$ cat src/rtl/draw_pkg.sv
// Shared constants and state encoding for the draw-memory address-pair sequencer.
package draw_pkg;

  localparam int ADDR_W = 14;
  localparam int PAIR_W = ADDR_W - 1;
  localparam int LEN_W  = 8;

  typedef enum logic [1:0] {
    IDLE = 2'd0,
    RUN  = 2'd1,
    FIN  = 2'd2
  } seq_state_t;

endpackage

$ cat src/rtl/rr_arb2.sv
// Two-way round-robin arbiter: a lone request wins outright, a tie goes to
// the requester that was not granted last. Purely combinational.
module rr_arb2 (
  input  logic [1:0] req,
  input  logic       last_gnt,
  input  logic       en,
  output logic [1:0] gnt
);

  // Grant selection; nothing is granted while disabled.
  always_comb begin
    gnt = 2'b00;
    if (en) begin
      case (req)
        2'b01:   gnt = 2'b01;
        2'b10:   gnt = 2'b10;
        2'b11:   gnt = last_gnt ? 2'b01 : 2'b10;
        default: gnt = 2'b00;
      endcase
    end
  end

endmodule

$ cat src/rtl/draw_pair_sequencer.sv
// Even/odd address-pair sequencer for the dual-port draw memory.
// Arbitrates the clear engine (0) and draw engine (1), then streams
// {idx,0}/{idx,1} pairs under valid/ready and pulses done to the owner.
// Optional build macro DRAW_SEQ_STALL_CNT_EN adds the stall_cnt output.
module draw_pair_sequencer #(
  parameter int ADDR_W = draw_pkg::ADDR_W,
  parameter int LEN_W  = draw_pkg::LEN_W
) (
  input  logic              clk,
  input  logic              reset,
  input  logic [1:0]        req,
  input  logic [ADDR_W-2:0] req_base0,
  input  logic [LEN_W-1:0]  req_len0,
  input  logic [ADDR_W-2:0] req_base1,
  input  logic [LEN_W-1:0]  req_len1,
  output logic [1:0]        gnt,
  output logic [1:0]        done,
  output logic              busy,
  output logic              out_valid,
  input  logic              out_ready,
  output logic [ADDR_W-1:0] addr_a,
`ifdef DRAW_SEQ_STALL_CNT_EN
  output logic [ADDR_W-1:0] addr_b,
  output logic [15:0]       stall_cnt
`else
  output logic [ADDR_W-1:0] addr_b
`endif
);

  import draw_pkg::*;

  localparam int PW = ADDR_W - 1;

  seq_state_t        state, state_nxt;
  logic [PW-1:0]     idx, idx_nxt;
  logic [LEN_W-1:0]  rem, rem_nxt;
  logic              owner, owner_nxt;
  logic              last_g, last_g_nxt;
  logic [1:0]        arb_gnt;
  logic              arb_en;
  logic              beat;

  // Requests are only looked at in IDLE, and never while reset is held.
  assign arb_en = (state == IDLE) && !reset;

  rr_arb2 u_arb (
    .req      (req),
    .last_gnt (last_g),
    .en       (arb_en),
    .gnt      (arb_gnt)
  );

  assign out_valid = (state == RUN);
  assign busy      = (state != IDLE);
  assign beat      = out_valid && out_ready;
  assign addr_a    = {idx, 1'b0};
  assign addr_b    = {idx, 1'b1};

  // Next-state, run bookkeeping and the one-cycle gnt/done pulses.
  always_comb begin
    state_nxt  = state;
    idx_nxt    = idx;
    rem_nxt    = rem;
    owner_nxt  = owner;
    last_g_nxt = last_g;
    gnt        = 2'b00;
    done       = 2'b00;
    case (state)
      IDLE: begin
        if (arb_gnt != 2'b00) begin
          gnt       = arb_gnt;
          owner_nxt = arb_gnt[1];
          idx_nxt   = arb_gnt[1] ? req_base1 : req_base0;
          rem_nxt   = arb_gnt[1] ? req_len1 : req_len0;
          // A zero-length run skips streaming and completes immediately.
          state_nxt = ((arb_gnt[1] ? req_len1 : req_len0) != '0) ? RUN : FIN;
        end
      end
      RUN: begin
        if (beat) begin
          idx_nxt = idx + PW'(1);
          rem_nxt = rem - LEN_W'(1);
          if (rem == LEN_W'(1)) state_nxt = FIN;
        end
      end
      FIN: begin
        done       = owner ? 2'b10 : 2'b01;
        last_g_nxt = owner;
        state_nxt  = IDLE;
      end
      default: state_nxt = IDLE;
    endcase
  end

  // State and run registers; last_g resets to 1 so requester 0 wins the first tie.
  always_ff @(posedge clk) begin
    if (reset) begin
      state  <= IDLE;
      idx    <= '0;
      rem    <= '0;
      owner  <= 1'b0;
      last_g <= 1'b1;
    end else begin
      state  <= state_nxt;
      idx    <= idx_nxt;
      rem    <= rem_nxt;
      owner  <= owner_nxt;
      last_g <= last_g_nxt;
    end
  end

`ifdef DRAW_SEQ_STALL_CNT_EN
  // Saturating count of stalled RUN cycles; cleared on a new grant, held otherwise.
  always_ff @(posedge clk) begin
    if (reset || (gnt != 2'b00)) begin
      stall_cnt <= '0;
    end else if (out_valid && !out_ready && (stall_cnt != 16'hFFFF)) begin
      stall_cnt <= stall_cnt + 16'd1;
    end
  end
`endif

endmodule
$ cat config.mk
export PLATFORM = sky130hd
export DESIGN_NAME = draw_pair_sequencer
export DESIGN_NICKNAME = d
export VERILOG_FILES = /design/src/rtl/draw_pkg.sv /design/src/rtl/rr_arb2.sv /design/src/rtl/draw_pair_sequencer.sv
export SDC_FILE = /design/constraint.sdc
export NUM_CORES = 1
export LEC_CHECK = 0
export CORE_MARGIN = 5
export CORE_UTILIZATION = 44
export CTS_BUF_LIST = sky130_fd_sc_hd__clkbuf_8
export DETAILED_ROUTE_END_ITERATION = 8
export PLACE_DENSITY = 0.87
export SYNTH_ARGS = -nofsm -noshare
export SYNTH_HDL_FRONTEND = slang
export SYNTH_SLANG_ARGS = --single-unit
$ cat constraint.sdc
create_clock -name clk -period 2.2 [get_ports clk]
set_clock_uncertainty 0.05 [all_clocks]
set_input_delay 0.33 -clock clk [delete_from_list [all_inputs] [get_ports clk]]
set_output_delay 0.33 -clock clk [all_outputs]
set_load 0.1 [all_outputs]
Yosys cells after proc, flatten, opt, wreduce, memory -nomap -nowiden

Cells that the tools add are included.
W data, S select, Z words.

Output and inout port bits: 34
Memory bits (writable): 0
Memories: 0
Register bits: 25
Bits in latches: 0
Bits in read-only memories: 0

Mux-type cells: 20
Reductions and logical operators: 11
Equality and inequality tests: 9
Bitwise logic cells: 0
Div/mod/pow operators: 0
$add $sub $neg: 2
$mul: 0
Shift operators: 0
Order comparisons: 0

Operators by type and width:

| kind                    | count |
|---|---|
| $mux W13                | 3 |
| $pmux W13 S2            | 1 |
| $mux W8                 | 3 |
| $mux W2                 | 10 |
| $pmux W8 S2             | 1 |
| $add A13 B1 Y13 const B | 1 |
| $eq A8 B1 Y1 const B    | 1 |
| $reduce_bool A8 Y1      | 1 |
| $sub A8 B1 Y8 const B   | 1 |
| $eq A2 B2 Y1 const B    | 3 |
| $ne A2 B1 Y1 const B    | 3 |
| $pmux W2 S3             | 1 |
| $reduce_and A3 Y1       | 2 |
| $reduce_bool A2 Y1      | 3 |
| $eq A2 B1 Y1 const B    | 2 |
| $pmux W2 S2             | 1 |
| $logic_and A1 B1 Y1     | 2 |
| $logic_not A2 Y1        | 1 |
| $reduce_and A2 Y1       | 1 |
| $logic_not A1 Y1        | 1 |

Longest topological paths before layout

Gate-level depths: netlist of run 1.

Depth in word-level cells: 8
Depth in mapped cells: 8

Modules after synthesis

From an unflattened synthesis of run 1, not the netlist that was laid out.

Cell total of the unflattened synthesis: 263
Area total of the unflattened synthesis: 1,973.1 um2

By module, submodules not included:

| module              | area each (um2) | times used | cells an instance | sequential area each (um2) |
|---|---|---|---|---|
| draw_pair_sequencer | 1,951.9         | 1          | 258               | 500.5 |
| rr_arb2             | 21.3            | 1          | 5                 | 0.0 |

Worst setup path after synthesis of run 1

No wires, ideal clock.

Path type: register to register
Start point: reg idx[0]
End point: reg idx[12]
Arrival: 2.584 ns
Setup time: 0.071 ns
Cell stages (with the launch flop): 8
Buffers on the path: 1
Setup slack: -0.505 ns
Cell sequence: dfxtp_1 > ha_1 > and4_1 > clkbuf_1 > nand3_1 > or3_1 > mux2_2 > a21oi_1

Longest elaborated chain between the ends: 3

RTL lines:

| item                   | line                       | text |
|---|---|---|
| from (decl)            | draw_pair_sequencer.sv:35  | `logic [PW-1:0] idx, idx_nxt;` |
| from (signal assigned) | draw_pair_sequencer.sv:105 | `idx <= idx_nxt;` |
| $add A13 B1 Y13        | draw_pair_sequencer.sv:81  | `idx_nxt = idx + PW'(1);` |
| $mux W13               | draw_pair_sequencer.sv:80  | `if (beat) begin` |
| $pmux W13 S2           | draw_pair_sequencer.sv:68  | `case (state)` |

Every way passes these cells. The select of a mux whose other input is x is not followed.
A chain may end at the register's enable or synchronous reset.

Final worst setup path of run 1

Start point: in reset
End point: out gnt[0]

Longest elaborated chain between the ends: 6

RTL lines:

| item                  | line                      | text |
|---|---|---|
| from (decl)           | draw_pair_sequencer.sv:10 | `input logic reset,` |
| $logic_not A1 Y1 *    | draw_pair_sequencer.sv:44 | `assign arb_en = (state == IDLE) && !reset;` |
| $logic_and A1 B1 Y1 * | draw_pair_sequencer.sv:44 |  |
| $mux W2 *             | rr_arb2.sv:13             | `if (en) begin` |
| $reduce_bool A2 Y1    | draw_pair_sequencer.sv:70 | `if (arb_gnt != 2'b00) begin` |
| $mux W2 *             | draw_pair_sequencer.sv:70 |  |
| $mux W2 *             | draw_pair_sequencer.sv:68 |  |
| to (decl)             | draw_pair_sequencer.sv:16 | `output logic [1:0] gnt,` |

Mark *: on every way between the ends. The rest lies on a longest branch, timed or not.

==> impl_metrics.tcl, run 1 <==
set metrics [dict create \
    cp-end-kind "output port" \
    dpl.cell_count 358 \
    route.detailed.drc 0 \
    pin_count 81 \
    port_buffers 78 \
    synth.net_count 293 \
    cts_buffers 3 \
    crit_arrival_ns 1.65 \
    final.hold.worst_slack_ns 0.455 \
    ctsResizeCount 0 \
    start_util_pct 46.0 \
    hpwl_mm 4.53 \
    die_h_microns 75.2 \
    final_cell_mix "clkdlybuf4s50_1 (46), buf_4 (44), nand2_1 (29)" \
    postRouteWirelength_mm 6.00 \
    power.leakage_nw 1.07 \
    antenna_found_initial 0 \
    cts_root_buffer "clkbuf_8" \
    power.density_nw_per_um2 688 \
    async_flop_share_pct 0 \
    vdd_drop_max_mv 0.485 \
    use_met1_pct 24.0 \
    drive_gt1_share_pct 26.6 \
    drtAntennaViolNets 0 \
    htreeDepth 1 \
    grt_pass1_wl_mm 9.52 \
    cap_violations 0 \
    yosysSeqAreaShare_pct 26.8 \
    finalSetupViolCount 0 \
    critPathKind "input port to output port" \
    top_usage_layer "met2" \
    synth_cells 243 \
    synth_flop_cell "dfxtp_1" \
    grt_pass1_vias 2146 \
    cp_max_fo 4 \
    die_area_sq_um 5650 \
    fp.dieW_microns 75.2 \
    fillers 351 \
    period_needed_ns 2.03 \
    netlist_area_sq_um 1870 \
    final_common_cell "clkdlybuf4s50_1" \
    hold_path.class "flop to flop" \
    layout.nets 363 \
    finalSetupTns_ns 0 \
    avgRoutedWirePerCell_microns 16.6 \
    finalCritPeriodShare_pct 92.4 \
    grt_setup_unrepaired "no" \
    grtUsageMet2_pct 38.6 \
    avgSynthCellArea_sq_um 7.69 \
    cts.sinks 25 \
    hold_viol_final 0 \
    diodes 0 \
    finalNonFillerCells 362 \
    clock_latency_ns 0.27 \
    ys_types 54 \
    vias 2092 \
    drv_slew 0 \
    grt_max_degree 24 \
    first_iter_violations 235 \
    yosys_register_bits 25 \
    use_met3_pct 5.21 \
    vias_per_cell 5.78 \
    post-route-util_pct 66.1 \
    status "complete, no violations" \
    cts_buffer_depth 2 \
    grtUsageTotal_pct 21.4 \
    synthToLayoutAreaGrowth_pct 43.5 \
    cts_setup_buffers 0 \
    p_total_mw 1.84 \
    synth_edf_count 0 \
    cts_tree "built" \
    overflow 0 \
    rows 23 \
    start_kind "input port" \
    max_freq_mhz 492 \
    gp_congestion 0.874 \
    core-area_sq_um 4060 \
    clk_pin_slew_ns 0.09 \
    cts_hold_buf 0 \
    critPathRequiredTime_ns 1.82 \
    yosys_warnings 0 \
    drtPass1Iterations 5 \
]
## critical path, stage by stage
cell             delay (ns)
clkdlybuf4s50_1        0.48
nor3_2                 0.24
buf_4                  0.18
and3_1                 0.22
buf_12                 0.19
## cell type report
| type | count | area [sq um] | area share, % |
|---|---|---|---|
| multi-input cells | 184 | 1160 | 43.2 |
| clock inverters | 1 | 5.00 | 0.187 |
| flip-flops and latches | 25 | 517 | 19.3 |
| well taps | 50 | 62.6 | 2.33 |
| clock buffers | 3 | 41.3 | 1.54 |
| repair buffers | 94 | 871 | 32.5 |
| inverters | 5 | 25.0 | 0.934 |
## Yosys cell counts (all sizes together), types with 3 or more instances
master,n,share of area [%]
nand2,31,6.8
nand3,8,2.1
or4,3,1.4
mux2i,5,2.7
ha,3,2.0
inv,3,0.60
a31oi,4,1.3
a21oi,19,5.1
and4,3,1.4
nand2b,3,1.0
a211oi,5,2.3
dfxtp,25,27
a22oi,3,1.2
o31ai,3,1.2
nor4,4,1.3
mux2,11,6.6
buf,20,8.0
o21ai,12,3.2
nor2,20,4.0
clkbuf,9,1.8
or3,3,1.0
o211ai,3,1.2
or2,5,1.7
nor3,8,2.4
nand4,3,1.0
## sequential cells by signal, indices dropped and copies added, names as in the netlist
| signal | flops |
|---|---|
| rem | 8 |
| idx | 13 |
| owner | 1 |
| state | 2 |
| last_g | 1 |
## cells by family after synthesis
group                      synth area share (%)
AOI/OAI and AO/OA                          22.2
other                                     0.402
DFF                                        26.8
muxes                                      9.31
and+or+nand+nor                            27.7
buffers and inverters                      11.2
xor gates and xnor gates                  0.469
adders and majority gates                  2.01
## power breakdown
part / internal, mW / switching, mW
Clock: 0.127 / 0.154
Combinational: 0.310 / 0.680
Sequential: 0.507 / 0.0668
Total: 0.944 / 0.901
## routing by layer
metal	vias up	routed length, microns
li1	1010	-
met1	939	2290
met2	123	2980
met3	20	576
met4	0	154
met5	-	0
## path summary, 6_finish.rpt
check	from	endpoint	cells past startpoint	slack (ns)
setup reg to reg	rem[1]$_SDFFE_PP0P_	rem[6]$_SDFFE_PP0P_	6	0.34
hold reg to reg	rem[5]$_SDFFE_PP0P_	rem[5]$_SDFFE_PP0P_	2	0.46
setup / recovery	reset	gnt[0]	5	0.17
hold / removal	rem[5]$_SDFFE_PP0P_	rem[5]$_SDFFE_PP0P_	2	0.46
## through the flow
stage | setup WS (ns) | instance area [sq um]
after floorplan | 0.0165 | 1890
after global placement | 0.0955 | 2630
after detailed placement | 0.0184 | 2630
after CTS | 0.189 | 2680
after global routing | 0.145 | 2680
final | 0.168 | 2680
Power figures use the tool's default switching activity.
==> run 2, diff against run 1 <==
- CORE_ASPECT_RATIO: unset -> 0.6
- MAX_ROUTING_LAYER: unset -> met4
- SETUP_SLACK_MARGIN: unset -> 0.3
==> run 2 against run 1 <==
- maximum frequency up 7.9%
- core utilization up 0.80 points
- first-iteration DRC count is 3.0% lower
- sequential share of layout area is 0.19 points lower
- cell count increased by 2.5%
- non-clock buffer count down 1
- power grew 1.5%
- worst hold slack lost 0.017 ns
- global-route usage grew 0.52 points
- sequential power hardly changed
- critical path type is now input port to flop
- critical endpoint is now idx[9]$_SDFFE_PP0P_
- largest power group unchanged
==> impl_metrics.tcl, run 2 (synthesis results as in run 1) <==
set metrics [dict create \
    status "complete, no violations" \
    drv_slew 0 \
    p_total_mw 1.87 \
    crit_chain "clkdlybuf4s50_1 -> or2_1 -> a22oi_1 -> or2_1 -> or4_4 -> a211oi_2" \
    slowest_stage "clkdlybuf4s50_1" \
    layout.nets 362 \
    vias 2113 \
    gp_congestion 0.883 \
    core-area_sq_um 4100 \
    clk_pin_slew_ns 0.10 \
    reg_top3 "idx (13), rem (8), state (2)" \
    vias_per_cell 5.70 \
    avgRoutedWirePerCell_microns 16.2 \
    die_h_microns 60.5 \
    hp-start "rem[5]$_SDFFE_PP0P_" \
    cap_violations 0 \
    multi_input_area_sq_um 1210 \
    grtUsageTotal_pct 21.9 \
    crit_path_frequent_cell "or2_1" \
    rows 18 \
    grt_setup_unrepaired "yes" \
    htreeDepth 1 \
    hpwl_mm 4.55 \
    critPathRequiredTime_ns 2.36 \
    start_util_pct 45.6 \
    setup.worst_path.start "req[0]" \
    hold_path.class "flop to flop" \
    grt_max_degree 24 \
    cts_hold_buf 0 \
    postRouteWirelength_mm 6.02 \
    fillers 336 \
    synthToLayoutAreaGrowth_pct 46.7 \
    finalCritPeriodShare_pct 85.6 \
    hold_viol_final 0 \
    finalSetupTns_ns 0 \
    regToRegSetupSlack_ns 0.39 \
    regArea_sq_um 523 \
    period_needed_ns 1.88 \
    power.density_nw_per_um2 683 \
    start_kind "input port" \
    crit_arrival_ns 2.05 \
    final_cell_mix "clkdlybuf4s50_1 (45), buf_4 (43), nand2_1 (29)" \
    crit_family "simple AND/OR/NAND/NOR gates" \
    cp-end-kind "flop" \
    r2r_start "idx[0]$_SDFFE_PP0P_" \
    final_common_cell "clkdlybuf4s50_1" \
    power.leakage_nw 1.07 \
    cts_buffers 3 \
    route.detailed.drc 0 \
    drive_gt1_share_pct 30.2 \
    cts_root_buffer "clkbuf_8" \
    cts_tree "built" \
    finalSetupViolCount 0 \
    max_freq_mhz 531 \
    grt_pass1_vias 1975 \
    critPathKind "input port to flop" \
    cp_max_fo 3 \
    first_iter_violations 228 \
    final_cell_area_sq_um 2740 \
    clock_latency_ns 0.28 \
    regMostFlops "idx" \
    grt_pass1_wl_mm 9.64 \
    cts.sinks 25 \
    port_buffers 78 \
    drtAntennaViolNets 0 \
    path_buf_inv 1 \
    fp.dieW_microns 94.1 \
    overflow 0 \
    place_area_sq_um 2650 \
    die_area_sq_um 5690 \
    diodes 0 \
    largest_reg_flops 13 \
    pin_count 81 \
    cts_buffer_depth 2 \
    drtPass1Iterations 4 \
    vdd_drop_max_mv 0.441 \
    cpPeakStageDelay_ns 0.54 \
    antenna_found_initial 0 \
]
==> run 2: changes by cell type in the layout (fill, tap and decap cells not counted), sizes merged <==
cell / previous run / this run
buf: 48 / 47
clkdlybuf4s50: 46 / 45
dlygate4sd2: 0 / 1
clkinv: 3 / 2
inv: 3 / 4
==> run 2: layout make-up <==
type	count	area share (%)
Sequential cell	25	19.1
Tap cell	60	2.74
Multi-Input combinational cell	184	44.1
Inverter	5	0.913
Timing Repair Buffer	93	31.5
Clock buffer	3	1.51
Clock inverter	1	0.228
==> run 2: what timing repair did <==
item	4_1_cts	5_1_grt
setup endpoints to repair	2	8
setup buffers	1	0
resized for setup	1	11
pin swaps	1	0
==> run 2: power by group <==
group | total [mW] | switching (mW) | internal [mW] | leakage, nW
logic | 1.00 | 0.685 | 0.318 | 0.836
registers | 0.577 | 0.0688 | 0.508 | 0.211
clock network | 0.293 | 0.163 | 0.130 | 0.0260
total | 1.87 | 0.917 | 0.956 | 1.07
==> run 2: worst register-to-register path, cell delays in order, from the launching register on <==
cell	delay (ns)
dfxtp_4	0.41
ha_4	0.16
and4_4	0.27
nand3_1	0.12
or3_1	0.36
mux2_2	0.26
a21oi_1	0.12
==> run 2: per-layer routing <==
layer | wire, microns | vias to the layer above | global-route usage (%)
met5 | 0 | - | -
met4 | 44 | 0 | 3.29
met3 | 653 | 8 | 5.33
met2 | 2700 | 104 | 34.2
met1 | 2620 | 993 | 29.7
li1 | - | 1008 | -
==> run 2: metrics by stage <==
step | util [%] | cells | hold slack (ns) | worst slack [ns]
floorplan | - | 243 | 0.395 | 0.0785
global placement | 64.7 | 366 | 0.408 | 0.0985
detailed placement | 64.7 | 366 | 0.423 | 0.0227
CTS | 66.0 | 371 | 0.438 | 0.311
global route | 66.8 | 371 | 0.451 | 0.267
finish | 66.8 | 371 | 0.438 | 0.316
==> run 2: worst paths after layout <==
| kind | endpoint | depth (start not counted) |
|---|---|---|
| hold / removal | rem[5]$_SDFFE_PP0P_ | 2 |
| setup / recovery | idx[9]$_SDFFE_PP0P_ | 6 |
| setup reg to reg | idx[12]$_SDFFE_PP0P_ | 6 |
| hold reg to reg | rem[5]$_SDFFE_PP0P_ | 2 |
==> run 3, diff against run 2 <==
- CORE_UTILIZATION: 44 -> 45
- SYNTH_HIERARCHICAL: unset -> 1
==> run 3 against run 2 <==
- synthesized cell count grew 8.2%
- via count grew 16%
- cell count grew 8.1%
- sequential cell count is the same
- largest power group unchanged
- clock power shrank 4%
- critical endpoint is now rem[5]$_SDFFE_PP0P_
- count of clock-buffer cells in the layout is the same
- sequential power grew 20%
- first-iteration DRC count grew 42%
- combinational power grew 100%
==> impl_metrics.tcl, run 3 <==
set metrics [dict create \
    fillers 288 \
    period_needed_ns 2.14 \
    vias_per_cell 6.10 \
    vias 2448 \
    setup_slack_ns 0.0604 \
    status "complete, no violations" \
    p_total_mw 3.00 \
    rows 18 \
    port_buffers 78 \
    grt_pass1_vias 2254 \
    synth_flop_cell "dfxtp_1" \
    cap_violations 0 \
    drtAntennaViolNets 0 \
    overflow 0 \
    avgRoutedWirePerCell_microns 18.7 \
    yosys_warnings 6 \
    synth.top_cell.area_share_pct 25.4 \
    netlist_area_sq_um 1970 \
    finalNonFillerCells 401 \
    drive_gt1_share_pct 32.3 \
    route.detailed.drc 0 \
    grt_setup_unrepaired "yes" \
    critPathRequiredTime_ns 2.34 \
    critPathKind "flop to flop" \
    diodes 0 \
    gp_congestion 0.902 \
    start_kind "flop" \
    drtPass1Iterations 5 \
    yosysSeqAreaShare_pct 25.4 \
    grt_pass1_wl_mm 10.3 \
    post-route-util_pct 76.5 \
    yosys_register_bits 25 \
    first_iter_violations 324 \
    finalSetupTns_ns 0 \
    place_ws_ns -0.139 \
    fp.dieW_microns 95.5 \
    finalCritPeriodShare_pct 97.3 \
    clk_pin_slew_ns 0.10 \
    crit_arrival_ns 2.28 \
    die_h_microns 61.3 \
    async_flop_share_pct 0 \
    hold_viol_final 0 \
    synth_top_cell_by_area "dfxtp_1" \
    die_area_sq_um 5850 \
    maxSlewHeadroom_pct 60.6 \
    cts_root_buffer "clkbuf_8" \
    place_area_sq_um 2790 \
    start_util_pct 47.4 \
    power.leakage_nw 1.19 \
    avgSynthCellArea_sq_um 7.50 \
    finalSetupViolCount 0 \
    synth.net_count 313 \
    final_cell_mix "clkdlybuf4s50_1 (46), buf_4 (41), nand2_1 (29)" \
    ys_types 46 \
    dpl.cell_count 381 \
    postRouteWirelength_mm 7.49 \
    power.density_nw_per_um2 942 \
    cts_tree "built" \
    reg_top3 "idx (13), rem (8), state (2)" \
    layout.nets 392 \
    core-area_sq_um 4170 \
    synth_edf_count 0 \
    regMostFlops "idx" \
    grtUsageTotal_pct 23.1 \
    final_common_cell "clkdlybuf4s50_1" \
    largest_reg_flops 13 \
    drv_slew 0 \
    hold_path.class "flop to flop" \
    synthToLayoutAreaGrowth_pct 61.4 \
    yosysMostFrequentCell "nand2_1" \
    final.hold.worst_slack_ns 0.445 \
    cp_max_fo 7 \
    htreeDepth 1 \
    worst_slew_pin_slew_ns 0.586 \
    cts.sinks 25 \
    pin_count 81 \
    hpwl_mm 4.60 \
    max_freq_mhz 467 \
    synth_cells 263 \
    synth_area_leaders "dfxtp_1 (25%), mux2i_1 (9.6%), buf_4 (6.1%)" \
    cts_buffer_depth 2 \
    clock_latency_ns 0.28 \
    cts_buffers 3 \
    vdd_drop_max_mv 0.574 \
    cp-end-kind "flop" \
    grt_max_degree 27 \
    antenna_found_initial 0 \
    netlist_top_cells_count "nand2_1 (31), dfxtp_1 (25), a21oi_1 (22)" \
    final_cell_area_sq_um 3190 \
]
## run 3: layout make-up
cell class	instances	area, sq um	area share [%]
multi-input combinational	195	1410	44.2
inverter	10	50.0	1.57
clock buffer	3	41.3	1.30
timing repair buffer	107	1100	34.6
clock inverter	1	3.75	0.118
sequential	25	505	15.9
tap	60	75.1	2.36
## run 3: report_power, final
part | leakage [nW] | internal (mW) | total, mW | switching [mW]
logic | 0.960 | 0.662 | 2.03 | 1.37
registers | 0.207 | 0.541 | 0.692 | 0.150
clock network | 0.0269 | 0.125 | 0.282 | 0.156
total | 1.19 | 1.33 | 3.00 | 1.67
## run 3: routing by layer
layer	wire length (microns)	vias up	part of all wire, %	track usage [%]
met2	3450	169	46	37.2
met3	698	34	9.3	4.52
met4	191	0	2.6	7.29
li1	-	1105	-	-
met1	3140	1140	42	29.6
met5	0	-	0	-
## run 3: worst max-delay path: stages (launching register included)
cell and delay [ns]:
dfxtp_2 0.34, nor2_4 0.14, clkinvlp_4 0.12, nor2_4 0.10, nand2_2 0.07, a21oi_4 0.27, buf_6 0.16, buf_12 0.12
mux2i_1 0.08, nor4_1 0.27, a31oi_1 0.11, a31oi_1 0.23
## run 3: what timing repair did
item	4_1_cts	5_1_grt
pin swaps	9	11
resized for setup	23	26
setup endpoints to repair	26	26
gates cloned	0	2
hold buffers	0	0
setup buffers	5	9
## run 3: worst paths after layout
kind                         start                   to  slack, ns  depth (start not counted)
max          state[0]$_SDFFE_PP0P_  rem[5]$_SDFFE_PP0P_       0.06                         11
min            rem[1]$_SDFFE_PP0P_  rem[1]$_SDFFE_PP0P_       0.44                          2
max reg2reg  state[0]$_SDFFE_PP0P_  rem[5]$_SDFFE_PP0P_       0.06                         11
min reg2reg    rem[1]$_SDFFE_PP0P_  rem[1]$_SDFFE_PP0P_       0.44                          2
## run 3: cells by family (layout without fill, tap and decap cells)
kind of cell / Yosys count / count (layout) / synth area share, %
compound gates: 63 / 63 / 20.7
mux: 23 / 23 / 11.9
fa+ha+maj: 3 / 3 / 1.90
simple gates: 104 / 104 / 27.1
other cells: 2 / 2 / 0.381
buf+inv: 43 / 121 / 12.6
flops: 25 / 25 / 25.4
